--- config.mk ---
export PLATFORM = sky130hd
export DESIGN_NAME = can_bit_timing
export DESIGN_NICKNAME = d
export VERILOG_FILES = /design/src/rtl/can_bit_timing.sv
export SDC_FILE = /design/constraint.sdc
export NUM_CORES = 1
export LEC_CHECK = 0
export CAP_MARGIN = 20
export CORE_MARGIN = 2
export CORE_UTILIZATION = 35
export DETAILED_ROUTE_END_ITERATION = 16
export GPL_TIMING_DRIVEN = 0
export PLACE_DENSITY = 0.57
export SLEW_MARGIN = 40
export SYNTH_ARGS = -nofsm -noshare
export SYNTH_HDL_FRONTEND = slang
export SYNTH_SLANG_ARGS = --single-unit
--- constraint.sdc ---
create_clock -name clk -period 5.7 [get_ports clk]
set_input_delay 1.14 -clock clk [delete_from_list [all_inputs] [get_ports clk]]
set_output_delay 1.14 -clock clk [all_outputs]
set_load 0.02 [all_outputs]
--- src/rtl/can_bit_timing.sv ---
// CAN bit-timing controller: tq prescaler, SYNC/SEG1/SEG2 sequencing,
// hard sync / resync on RX edges, and bus-idle integration.
module can_bit_timing #(
  parameter int SYNC_STAGES = 2,
  parameter int IDLE_BITS   = 11
) (
  input  logic       clk,
  input  logic       rst_n,
  input  logic       en,
  input  logic       can_rx,
  input  logic [5:0] brp,
  input  logic [3:0] tseg1,
  input  logic [2:0] tseg2,
  input  logic [1:0] sjw,
  output logic       sample,
  output logic       can_data,
  output logic       tx_point,
  output logic       bus_idle,
  output logic       hard_sync,
  output logic       resync
);
  typedef enum logic [1:0] {SYNC, SEG1, SEG2} state_t;
  localparam logic [3:0] IDLE_M1 = 4'(IDLE_BITS - 1);

  state_t state;
  logic [SYNC_STAGES-1:0] sync_q;
  logic       rx_s, rx_d, sync_done;
  logic [5:0] pres, brp_q, brp_e;
  logic [3:0] tseg1_q, tseg1_e, idle_cnt;
  logic [2:0] tseg2_q, jmp;
  logic [1:0] sjw_q;
  logic [4:0] qcnt, len1, len2, len1_e, len2_e;
  logic [4:0] k1, add1, rem, rem2;
  logic       sync_start, tq_tick, edge_det;
  logic       do_hard, do_res;

  assign rx_s       = sync_q[SYNC_STAGES-1];
  assign sync_start = (state == SYNC) && (pres == 6'd0);
  // First clk of SYNC sees the live config it is latching.
  assign brp_e      = sync_start ? brp : brp_q;
  assign tseg1_e    = sync_start ? tseg1 : tseg1_q;
  assign tq_tick    = (pres == brp_e);

  assign edge_det = rx_d & ~rx_s & can_data & ~sync_done;
  assign do_hard  = edge_det & bus_idle;
  assign do_res   = edge_det & ~bus_idle & (state != SYNC);

  assign jmp  = (({1'b0, sjw_q} < tseg2_q) ?
                 {1'b0, sjw_q} : tseg2_q) + 3'd1;
  assign k1   = qcnt + 5'd1;
  assign add1 = (k1 < {2'b0, jmp}) ? k1 : {2'b0, jmp};
  assign rem  = {2'b0, tseg2_q} - qcnt;
  assign rem2 = (rem > {2'b0, jmp}) ?
                rem - {2'b0, jmp} : 5'd0;

  assign len1_e = (do_res && state == SEG1) ?
                  len1 + add1 : len1;
  assign len2_e = (do_res && state == SEG2) ?
                  k1 + rem2 : len2;

  always_ff @(posedge clk or negedge rst_n) begin
    if (!rst_n) begin
      state     <= SYNC;
      sync_q    <= '1;
      rx_d      <= 1'b1;
      pres      <= '0;
      qcnt      <= '0;
      len1      <= '0;
      len2      <= '0;
      brp_q     <= '0;
      tseg1_q   <= '0;
      tseg2_q   <= '0;
      sjw_q     <= '0;
      sync_done <= 1'b0;
      idle_cnt  <= '0;
      sample    <= 1'b0;
      can_data  <= 1'b1;
      tx_point  <= 1'b0;
      bus_idle  <= 1'b0;
      hard_sync <= 1'b0;
      resync    <= 1'b0;
    end else if (!en) begin
      state     <= SYNC;
      sync_q    <= '1;
      rx_d      <= 1'b1;
      pres      <= '0;
      qcnt      <= '0;
      len1      <= '0;
      len2      <= '0;
      brp_q     <= '0;
      tseg1_q   <= '0;
      tseg2_q   <= '0;
      sjw_q     <= '0;
      sync_done <= 1'b0;
      idle_cnt  <= '0;
      sample    <= 1'b0;
      can_data  <= 1'b1;
      tx_point  <= 1'b0;
      bus_idle  <= 1'b0;
      hard_sync <= 1'b0;
      resync    <= 1'b0;
    end else begin
      sync_q    <= {sync_q[SYNC_STAGES-2:0], can_rx};
      rx_d      <= rx_s;
      sample    <= 1'b0;
      tx_point  <= 1'b0;
      hard_sync <= 1'b0;
      resync    <= 1'b0;
      if (sync_start || do_hard) begin
        brp_q   <= brp;
        tseg1_q <= tseg1;
        tseg2_q <= tseg2;
        sjw_q   <= sjw;
      end
      if (do_hard) begin
        state     <= SYNC;
        pres      <= '0;
        qcnt      <= '0;
        sync_done <= 1'b1;
        hard_sync <= 1'b1;
      end else begin
        if (do_res) begin
          sync_done <= 1'b1;
          resync    <= 1'b1;
        end
        len1 <= len1_e;
        len2 <= len2_e;
        pres <= tq_tick ? 6'd0 : pres + 6'd1;
        if (tq_tick) begin
          unique case (state)
            SYNC: begin
              state <= SEG1;
              qcnt  <= '0;
              len1  <= {1'b0, tseg1_e} + 5'd1;
            end
            SEG1: begin
              if (qcnt == len1_e - 5'd1) begin
                state     <= SEG2;
                qcnt      <= '0;
                len2      <= {2'b0, tseg2_q} + 5'd1;
                sample    <= 1'b1;
                can_data  <= rx_s;
                sync_done <= 1'b0;
                if (rx_s) begin
                  if (idle_cnt != 4'hf)
                    idle_cnt <= idle_cnt + 4'd1;
                  if (idle_cnt >= IDLE_M1)
                    bus_idle <= 1'b1;
                end else begin
                  idle_cnt <= '0;
                  bus_idle <= 1'b0;
                end
              end else begin
                qcnt <= k1;
              end
            end
            SEG2: begin
              if (qcnt == len2_e - 5'd1) begin
                state    <= SYNC;
                qcnt     <= '0;
                tx_point <= 1'b1;
              end else begin
                qcnt <= k1;
              end
            end
            default: state <= SYNC;
          endcase
        end
      end
    end
  end
endmodule

==> impl_metrics.json <==
{
  "ys_top_cells_by_count": "nand2_1 (61), dfrtp_1 (48), o21ai_0 (40)",
  "grt.overflow.total": 0,
  "routed_via_density": 5.27,
  "diodes": 0,
  "grt_pass1_wl_mm": 17.9,
  "synthCells": 491,
  "drc": 0,
  "irDropWorstVdd_mv": 0.214,
  "synth_largest_area_cell": "dfrtp_1",
  "fin_worst_skew_ns": 0.00595,
  "track_usage_pct": 17.3,
  "ys.flop_type": "dfrtp_1",
  "grt_pass1_vias": 3700,
  "synthArstFlopShare_pct": 100,
  "rsz0062_at_grt": "true",
  "path_clk_slew_ns": 0.07,
  "die_w_um": 113,
  "synth_warnings": 0,
  "crit_family": "adder cells",
  "core_um2": 11500,
  "cp_max_fo": 3,
  "cts_inserted_buffers": 5,
  "cpPeakStageDelay_ns": 0.53,
  "tightest_slew_ns": 0.858,
  "hold_viol_final": 0,
  "antenna_found_initial": 0,
  "hold_path_class": "flip-flop to flip-flop",
  "dp_hpwl_mm": 7.88,
  "insertion_delay_ns": 0.30,
  "critPathBufInv": 4,
  "slowest_stage": "fa_1",
  "area_growth_pct": 26.2,
  "rows": 39,
  "first_pass_iters": 5,
  "wl_per_cell_um": 15.8,
  "max-cap-violations": 0,
  "io_pins": 25,
  "clock_sinks": 52,
  "syn-num-nets": 545,
  "period_needed_ns": 5.72,
  "status": "finished, violations left",
  "drt-initial-drc-count": 143,
  "synth_top_area_share_pct": 28.8,
  "drive_gt1_share_pct": 20.4,
  "vias": 3651,
  "initial_utilization_pct": 36.2,
  "synth.distinct_cells": 65,
  "slew_viol_final": 0,
  "synth_area_um2": 4170,
  "synth.area.top_cells": "dfrtp_1 (29%), ha_1 (9.3%), nand2_1 (5.5%)",
  "violations": "setup timing",
  "final_antenna_net_count": 0,
  "setup_viol": 2,
  "chipHeight_um": 113,
  "htreeDepth": 2,
  "cp.required_ns": 5.93,
  "yosysMostFrequentCell": "nand2_1",
  "final_nets": 603,
  "clk_path_buf_depth": 2,
  "whs_ns": 0.482,
  "fmax_ghz": 0.175,
  "synth-seq-cells": 52,
  "start_kind": "flip-flop",
  "pwr_density_cell_nw_per_um2": 447,
  "finish.utilization_pct": 45.7,
  "syn_area_per_cell_um2": 8.50,
  "crit_top_cell": "ha_4",
  "crit_arrival_ns": 5.95,
  "die_area_um2": 12800,
  "crit_type": "flip-flop to flip-flop",
  "cp-end-kind": "flip-flop",
  "setup_ws_ns": -0.0187,
  "synth_seq_area_share_pct": 31.3,
  "synth_edf_count": 0,
  "grt_max_degree": 38,
  "numPortBuffers": 23,
  "clock-root-buffer": "clkbuf_16",
  "wl_mm": 10.9,
  "cts_tree": "yes",
  "min_period_over_period_pct": 100,
  "max-slew-margin-rel_pct": 42.3,
  "p_leak_nw": 2.26,
  "finalWeightedCongestion": 0.925
}
[worst paths after layout]
check / start / to / slack, ns / depth (start not counted)
max: sjw_q[1] / idle_cnt[0] / -0.02 / 27
min: tseg1_q[1] / tseg1_q[1] / 0.48 / 2
max reg2reg: sjw_q[1] / idle_cnt[0] / -0.02 / 27
min reg2reg: tseg1_q[1] / tseg1_q[1] / 0.48 / 2
max in group asynchronous: rst_n / rx_d / 4.47 / 2
min in group asynchronous: rst_n / pres[0] / 0.69 / 1
[cell usage in the layout, fill, tap and decap left out, drive strengths merged, types with 22 or more instances in the layout]
cell type,Yosys,routed
dfrtp,48,48
a21oi,31,31
ha,31,31
inv,29,29
nand2,62,62
clkbuf,17,23
buf,6,35
nor2,37,37
clkdlybuf4s50,0,22
o21ai,45,45
[cell families (layout without fill, tap and decap cells)]
logic type,Yosys count,count (layout),share of synthesized area [%]
compound gates,111,111,16.2
xor+xnor,27,27,6.00
fa+ha+maj,36,36,11.5
buf+inv,52,111,5.16
flops,52,52,31.3
mux,24,24,6.00
other cells,1,1,0.0899
simple gates,188,188,23.8
[per-stage QoR]
step / setup TNS, ns / instances / setup WS, ns / total power [mW] / instance area (um^2)
finish: -0.0215 / 693 / -0.0187 / 2.35 / 5270
global route: -2.21 / 693 / -0.222 / 2.53 / 5270
CTS: -0.00720 / 685 / -0.00350 / 2.15 / 5000
detailed placement: -15.05 / 658 / -0.917 / 1.63 / 4600
global placement: -13.24 / 657 / -0.837 / 1.60 / 4580
floorplan: 0 / 491 / 0.000780 / 1.36 / 4170
[sequential cells by signal, indices dropped and copies added (netlist names)]
| name | count |
|---|---|
| len1 | 5 |
| pres | 6 |
| rx_d | 1 |
| can_data | 1 |
| qcnt | 5 |
| tseg2_q | 3 |
| bus_idle | 1 |
| sjw_q | 2 |
| tx_point | 1 |
| sample | 1 |
| sync_done | 1 |
| idle_cnt | 4 |
| state | 2 |
| sync_q | 2 |
| len2 | 5 |
| hard_sync | 1 |
| resync | 1 |
| tseg1_q | 4 |
| brp_q | 6 |
[final cells by class]
class / count / area, um^2
Fill cell: 1127 / 6250
Multi-Input combinational cell: 387 / 2910
Sequential cell: 52 / 1310
Timing Repair Buffer: 51 / 463
Tap cell: 143 / 179
Clock buffer: 6 / 139
Inverter: 29 / 114
Buffer: 23 / 113
Clock inverter: 2 / 38.8
[layer usage]
metal  GRT usage [%]  wire length, um
met1            22.0             5030
met2            30.6             5440
met3            2.79              272
met4            4.47              187
met5               0                0
[timing repair]
item                                    4_1_cts  5_1_grt
pin swaps                                    13       23
buffers inserted                             19        9
gates resized for setup                      22       40
hold buffers                                  0        0
endpoints found under the setup margin       21       20
[where the power goes]
part | switching [mW] | total, mW | leakage (nW) | internal (mW)
logic | 0.794 | 1.51 | 1.48 | 0.718
clock network | 0.142 | 0.363 | 0.0871 | 0.220
registers | 0.0549 | 0.480 | 0.692 | 0.425
[tightest hold or removal path, stage by stage (launching register included)]
cell,delay [ns]
dfrtp_1,0.34
nand2_1,0.04
o21ai_0,0.06
(Power assumes the default switching activity.)
